[src/rtl/dram_port_arbiter.sv]
// dram_port_arbiter: round-robin sharing of one 8-lane DRAM byte port among NUM_REQ requesters.
// Latency: req_en capture edge + grant edge, then a one-cycle dram_en pulse; responses routed back combinationally.
// Backpressure: one outstanding request per requester; req_en while busy is dropped and flagged on req_ovr.
// Optional WAIT timeout and timeout_err port: define DRAM_PORT_ARBITER_TIMEOUT_EN.
module dram_port_arbiter #(
    parameter int NUM_REQ = 2,
    parameter int PTR_W   = $clog2(NUM_REQ),
    parameter int TIMEOUT = 1024
) (
    input  logic                            clk,
    input  logic                            reset,
    input  logic [NUM_REQ-1:0][7:0]         req_en,
    input  logic [NUM_REQ-1:0]              req_rdwr,
    input  logic [NUM_REQ-1:0][7:0][63:0]   req_addr,
    input  logic [NUM_REQ-1:0][7:0][7:0]    req_wdata,
    output logic [NUM_REQ-1:0][7:0]         req_valid,
    output logic [NUM_REQ-1:0][7:0][7:0]    req_data,
    output logic [NUM_REQ-1:0]              req_busy,
    output logic [NUM_REQ-1:0]              req_ovr,
    output logic [7:0]                      dram_en,
    output logic                            dram_rdwr,
    output logic [7:0][63:0]                dram_addr,
    output logic [7:0][7:0]                 dram_wdata,
    input  logic [7:0]                      dram_valid,
`ifdef DRAM_PORT_ARBITER_TIMEOUT_EN
    output logic                            timeout_err,
`endif
    input  logic [7:0][7:0]                 dram_data
);

    typedef enum logic [1:0] {IDLE, ISSUE, WAIT} state_t;

    typedef struct packed {
        logic [7:0]         mask;
        logic               rdwr;
        logic [7:0][63:0]   addr;
        logic [7:0][7:0]    wdata;
    } slot_t;

    state_t             state, state_nxt;
    slot_t              slots [NUM_REQ];
    logic [NUM_REQ-1:0] pending;
    logic [NUM_REQ-1:0] slot_clr, capture, overrun;
    logic [PTR_W-1:0]   rr_ptr, owner, owner_inc, grant_idx, search_idx;
    logic               grant_vld, done, release_owner;
    logic [7:0]         owner_mask;

    assign owner_mask = slots[owner].mask;
    assign done       = (state == WAIT) && ((dram_valid & owner_mask) == owner_mask);
    assign owner_inc  = (owner == PTR_W'(NUM_REQ-1)) ? '0 : owner + PTR_W'(1);

`ifdef DRAM_PORT_ARBITER_TIMEOUT_EN
    localparam int CNT_W = $clog2(TIMEOUT+1);
    logic [CNT_W-1:0] wait_cnt;
    logic             timed_out;

    // A completion in the same cycle as the limit wins over the timeout.
    assign timed_out     = (state == WAIT) && !done && (wait_cnt == CNT_W'(TIMEOUT));
    assign timeout_err   = timed_out;
    assign release_owner = done || timed_out;

    always_ff @(posedge clk or posedge reset) begin
        if (reset) begin
            wait_cnt <= '0;
        end else if (state == ISSUE) begin
            wait_cnt <= '0;
        end else if (state == WAIT) begin
            wait_cnt <= wait_cnt + CNT_W'(1);
        end
    end
`else
    assign release_owner = done;
`endif

    // Circular search for the first pending slot at or after rr_ptr.
    always_comb begin
        grant_vld  = 1'b0;
        grant_idx  = '0;
        search_idx = rr_ptr;
        for (int k = 0; k < NUM_REQ; k++) begin
            if (!grant_vld && pending[search_idx]) begin
                grant_vld = 1'b1;
                grant_idx = search_idx;
            end
            search_idx = (search_idx == PTR_W'(NUM_REQ-1)) ? '0 : search_idx + PTR_W'(1);
        end
    end

    always_comb begin
        state_nxt = state;
        case (state)
            IDLE:    if (grant_vld) state_nxt = ISSUE;
            ISSUE:   state_nxt = WAIT;
            WAIT:    if (release_owner) state_nxt = IDLE;
            default: state_nxt = IDLE;
        endcase
    end

    always_ff @(posedge clk or posedge reset) begin
        if (reset) state <= IDLE;
        else       state <= state_nxt;
    end

    // A slot released on this edge may take a new request on the same edge.
    always_comb begin
        slot_clr = '0;
        capture  = '0;
        overrun  = '0;
        for (int i = 0; i < NUM_REQ; i++) begin
            slot_clr[i] = release_owner && (owner == PTR_W'(i));
            capture[i]  = (|req_en[i]) && (!pending[i] || slot_clr[i]);
            overrun[i]  = (|req_en[i]) && pending[i] && !slot_clr[i];
        end
    end

    always_ff @(posedge clk) begin
        for (int i = 0; i < NUM_REQ; i++) begin
            if (capture[i]) begin
                slots[i] <= '{mask: req_en[i], rdwr: req_rdwr[i], addr: req_addr[i], wdata: req_wdata[i]};
            end
        end
    end

    always_ff @(posedge clk or posedge reset) begin
        if (reset) begin
            pending    <= '0;
            req_ovr    <= '0;
            rr_ptr     <= '0;
            owner      <= '0;
            dram_en    <= '0;
            dram_rdwr  <= 1'b1;
            dram_addr  <= '0;
            dram_wdata <= '0;
        end else begin
            pending <= (pending & ~slot_clr) | capture;
            req_ovr <= overrun;
            dram_en <= '0;
            if (state == IDLE && grant_vld) begin
                owner      <= grant_idx;
                dram_en    <= slots[grant_idx].mask;
                dram_rdwr  <= slots[grant_idx].rdwr;
                dram_addr  <= slots[grant_idx].addr;
                dram_wdata <= slots[grant_idx].wdata;
            end
            if (release_owner) begin
                rr_ptr <= owner_inc;
            end
        end
    end

    // Only the current owner sees DRAM responses; nothing is routed in IDLE.
    always_comb begin
        req_valid = '0;
        req_data  = '0;
        req_busy  = pending;
        if (state != IDLE) begin
            req_valid[owner] = dram_valid;
            req_data[owner]  = dram_data;
            req_busy[owner]  = 1'b1;
        end
    end

endmodule

[config.mk]
export PLATFORM = sky130hd
export DESIGN_NAME = dram_port_arbiter
export DESIGN_NICKNAME = d
export VERILOG_FILES = /design/src/rtl/dram_port_arbiter.sv
export SDC_FILE = /design/constraint.sdc
export NUM_CORES = 2
export LEC_CHECK = 0
export ABC_AREA = 1
export BUFFER_PORTS_ARGS = -buffer_cell sky130_fd_sc_hd__buf_4
export CAP_MARGIN = 10
export CORE_AREA = 2 2 781 783
export CTS_CLUSTER_SIZE = 25
export DETAILED_ROUTE_END_ITERATION = 10
export DIE_AREA = 0 0 783 785
export SETUP_SLACK_MARGIN = 0.3
export SLEW_MARGIN = 15
export SYNTH_ARGS = -nofsm -noshare
export SYNTH_HDL_FRONTEND = slang
export SYNTH_SLANG_ARGS = --single-unit
[constraint.sdc]
create_clock -name clk -period 60.8 [get_ports clk]
set_input_delay 9.12 -clock clk [delete_from_list [all_inputs] [get_ports clk]]
set_output_delay 9.12 -clock clk [all_outputs]
set_load 0.02 [all_outputs]
==> Flow_metrics.wiki <==
{| class="wikitable"
! Metric !! Value
|-
| Worst-margin pin slew || 1.35 ns
|-
| Period Utilization, post-route || 0.315
|-
| Critical path data required time || 51.68 ns
|-
| Post-cts sizing count || 0
|-
| Via count of the routed design || 48.6k
|-
| Reg-to-Reg Start || owner
|-
| Final-report hold violation count || 0
|-
| DRC viols || 0
|-
| Antenna violations before repair || 359
|-
| Unrepaired setup endpoints after global routing || false
|-
| Area growth, synth to finish || 50.8%
|-
| Post-CTS setup buffer count || 0
|-
| CP Launch Type || input port
|-
| Number of max-capacitance violations reported || 0
|-
| Destination of the worst hold path || dram_addr[493]
|-
| Worst hold-check path type || reg -> reg
|-
| Static leakage power || 36.0 nW
|-
| Depth of the most critical reg-to-reg path || 13
|-
| DRT iter0 DRCs || 4680
|-
| Netlist cell types || 21
|-
| Final routed wire length divided by cell count || 30.1 µm
|-
| Clock Pin Slew Worst Setup and Hold Paths || 0.06 ns
|-
| DR pass1 iterations || 6
|-
| Worst max-slew margin expressed relative to the limit || 0.0973
|-
| Via density || 3.24
|-
| CTS root buffer || sky130_fd_sc_hd__clkbuf_16
|-
| Yosys warning total || 0
|-
| Part of the total power dissipated in combinational logic || 0.381
|-
| Startpoint of the most critical hold path || slots[1][557]
|-
| Total of flip-flops plus latches after synthesis || 1763
|-
| Worst setup EP type || primary output
|-
| Slack of the worst reg-to-reg path || 54.71 ns
|-
| WP data arrival || 10.04 ns
|-
| Clock tree from TritonCTS || yes
|-
| Final clock skew || 0.101 ns
|-
| Finished Core Util || 0.156
|-
| Gate count after technology mapping || 4663
|-
| Share of cells above drive strength 1 || 0.350
|-
| Netlist area before placement || 0.0625 mm²
|-
| Area enclosed by the die boundary || 0.615 mm²
|-
| HPWL after detailed placement || 376000 µm
|-
| Minimum period implied by the final worst setup slack || 19.16 ns
|-
| Pwr dens || 51.1 mW/mm²
|-
| Number of ports placed on the die boundary || 1977
|-
| Max-slew violation total from the final report || 0
|-
| Worst vdd ir || 32.2 µV
|-
| Initial Util || 0.103
|-
| Die Wd || 783 µm
|-
| Clock latency on the worst-skew pair || 0.98 ns
|-
| Nets in the synthesized netlist || 5907
|-
| Highest achievable clock rate || 0.0522 GHz
|-
| Overall routing resource usage || 0.140
|-
| Synthesized area divided by synthesized cell count || 13.4 µm²
|-
| Share of total power in the clock network || 0.273
|-
| Num CTS Buffers || 208
|-
| Max Fanout on Critical Path || 2
|-
| Final Routed Wirelength || 452000 µm
|-
| Sequential fraction of design power || 0.346
|-
| Final Total Pwr || 4.82 mW
|-
| Switch share || 0.418
|-
| Kind of critical path || in -> out
|-
| Number of cells on the worst hold path || 2
|-
| Residual overflow from global routing || 0
|-
| Run status || completed
|-
| Fillers || 67.5k
|-
| Switching power || 2.02 mW
|-
| Maximum number of pins on one net before global-route repair || 95
|-
| TritonCTS Sinks || 1763
|-
| Placer congestion estimate || 1.05
|-
| Sequential-to-total area share from yosys stat || 0.799
|-
| Via count of the first global-routing pass || 46.3k
|-
| Count of hold buffers inserted by post-cts repair || 0
|-
| Antenna Nets Post-Route || 0
|-
| Number of buffers inserted by port buffering || 1976
|-
| CTS HTree Levels || 4
|-
| Clock Path Buffers || 4
|-
| Die height || 785 µm
|-
| Total negative slack || 0 ns
|-
| Final #Nets || 7907
|-
| Worst r2r dst || slots[0][36]
|-
| Total core area || 0.605 mm²
|-
| # rows || 286
|-
| Setup-violating endpoint count in the final report || 0
|-
| First-pass GRT wire length || 551000 µm
|-
| Internal Power || 2.80 mW
|}
==> state kept, by name, summed over array words and instances, names as in the netlist <==
name,cells
owner,1
pending,2
req_ovr,2
dram_rdwr,1
dram_addr,512
dram_wdata,64
dram_en,8
rr_ptr,1
state,2
slots,1170
==> placed cells by master (no fill, tap or decap), drive strengths merged <==
cell / synthesis / final
a21oi: 12 / 12
bufinv: 0 / 18
nor4: 4 / 4
clkinvlp: 0 / 12
diode: 0 / 88
o21ai: 1163 / 1163
dfstp: 1 / 1
inv: 94 / 109
nand4: 2 / 2
edfxtp: 1170 / 1170
nand3: 6 / 6
buf: 104 / 2061
nand2: 613 / 613
clkinv: 1 / 54
dfrtp: 592 / 592
nor2: 733 / 733
clkbuf: 167 / 291
and2: 1 / 1
==> power by group through the flow <==
stage          sequential, mW  combinational (mW)  clock, mW
4_1_cts                  1.67                1.87       1.36
2_1_floorplan            1.92               0.593          0
6_report                 1.67                1.84       1.32
3_3_place_gp             1.68                1.86          0
3_5_place_dp             1.68                1.87          0
5_1_grt                  1.69                1.96       1.39
==> layout make-up <==
cell class              count  area (µm²)  area share
flip-flops and latches   1763       50000       0.530
repair buffers           2061       15500       0.164
multi-input cells        2534       11100       0.117
well taps                8064       10100       0.107
clock buffers             291        5840      0.0619
clock inverters            98        1200      0.0127
inverters                  95         379     0.00402
diodes                     88         220     0.00234
==> per-stage QoR <==
step	setup WS [ns]	instance area [µm²]	cells	hold WS, ns
3_3_place_gp	41.62	87000	14517	0.463
5_1_grt	41.63	94100	14934	0.496
3_5_place_dp	41.63	87000	14517	0.467
2_1_floorplan	21.66	62500	4663	0.442
6_report	41.64	94300	14994	0.455
4_1_cts	41.62	94000	14906	0.439
==> worst max-delay path by stage <==
stage / from / end / slack (ns)
2_1_floorplan: req_en[12] / slots[1][0] / 21.66
3_3_place_gp: dram_data[34] / req_data[34] / 41.62
3_5_place_dp: dram_data[34] / req_data[34] / 41.63
4_1_cts: dram_data[34] / req_data[34] / 41.62
5_1_grt: dram_data[34] / req_data[34] / 41.63
6_report: dram_data[12] / req_data[12] / 41.64
==> cell usage after synthesis <==
master / instances / area share
sky130_fd_sc_hd__a21oi_4: 2 / 0.00052
sky130_fd_sc_hd__clkinv_1: 1 / 0.000060
sky130_fd_sc_hd__o21ai_0: 497 / 0.040
sky130_fd_sc_hd__buf_2: 84 / 0.0067
sky130_fd_sc_hd__edfxtp_1: 1170 / 0.56
sky130_fd_sc_hd__nor2_1: 733 / 0.044
sky130_fd_sc_hd__buf_4: 6 / 0.00072
sky130_fd_sc_hd__a21oi_1: 10 / 0.00080
sky130_fd_sc_hd__dfstp_2: 1 / 0.00042
sky130_fd_sc_hd__dfrtp_1: 592 / 0.24
sky130_fd_sc_hd__nand2_1: 613 / 0.037
sky130_fd_sc_hd__clkbuf_1: 167 / 0.010
sky130_fd_sc_hd__and2_0: 1 / 0.00010
sky130_fd_sc_hd__inv_1: 89 / 0.0053
sky130_fd_sc_hd__o21ai_1: 666 / 0.053
sky130_fd_sc_hd__nand4_1: 2 / 0.00020
sky130_fd_sc_hd__nand3_1: 6 / 0.00048
sky130_fd_sc_hd__nor4_1: 4 / 0.00040
sky130_fd_sc_hd__inv_2: 5 / 0.00030
sky130_fd_sc_hd__buf_1: 13 / 0.00078
sky130_fd_sc_hd__buf_6: 1 / 0.00018
==> routing by layer <==
metal  routed length, µm  vias up  GRT usage
met5                1260        -          0
met4               24900      174     0.0634
met3               56500      935     0.0722
met2              201000     2734      0.218
met1              168000    24300      0.159
li1                    -    20420          -
==> cells by family (layout without fill, tap and decap cells) <==
kind of cell           count (synthesis)  after routing  share of synthesized area
other                                  0             88                          0
buffers and inverters                366           2545                     0.0241
flip-flops                          1763           1763                      0.799
AND/OR/NAND/NOR                     1359           1359                     0.0820
AO/OA/AOI/OAI                       1175           1175                     0.0944
==> worst max-delay path, stage by stage <==
cell and delay [ns]:
sky130_fd_sc_hd__buf_4 0.08, sky130_fd_sc_hd__inv_1 0.09, sky130_fd_sc_hd__nor2_1 0.43, sky130_fd_sc_hd__buf_4 0.30
Power figures use the tool's default switching activity.
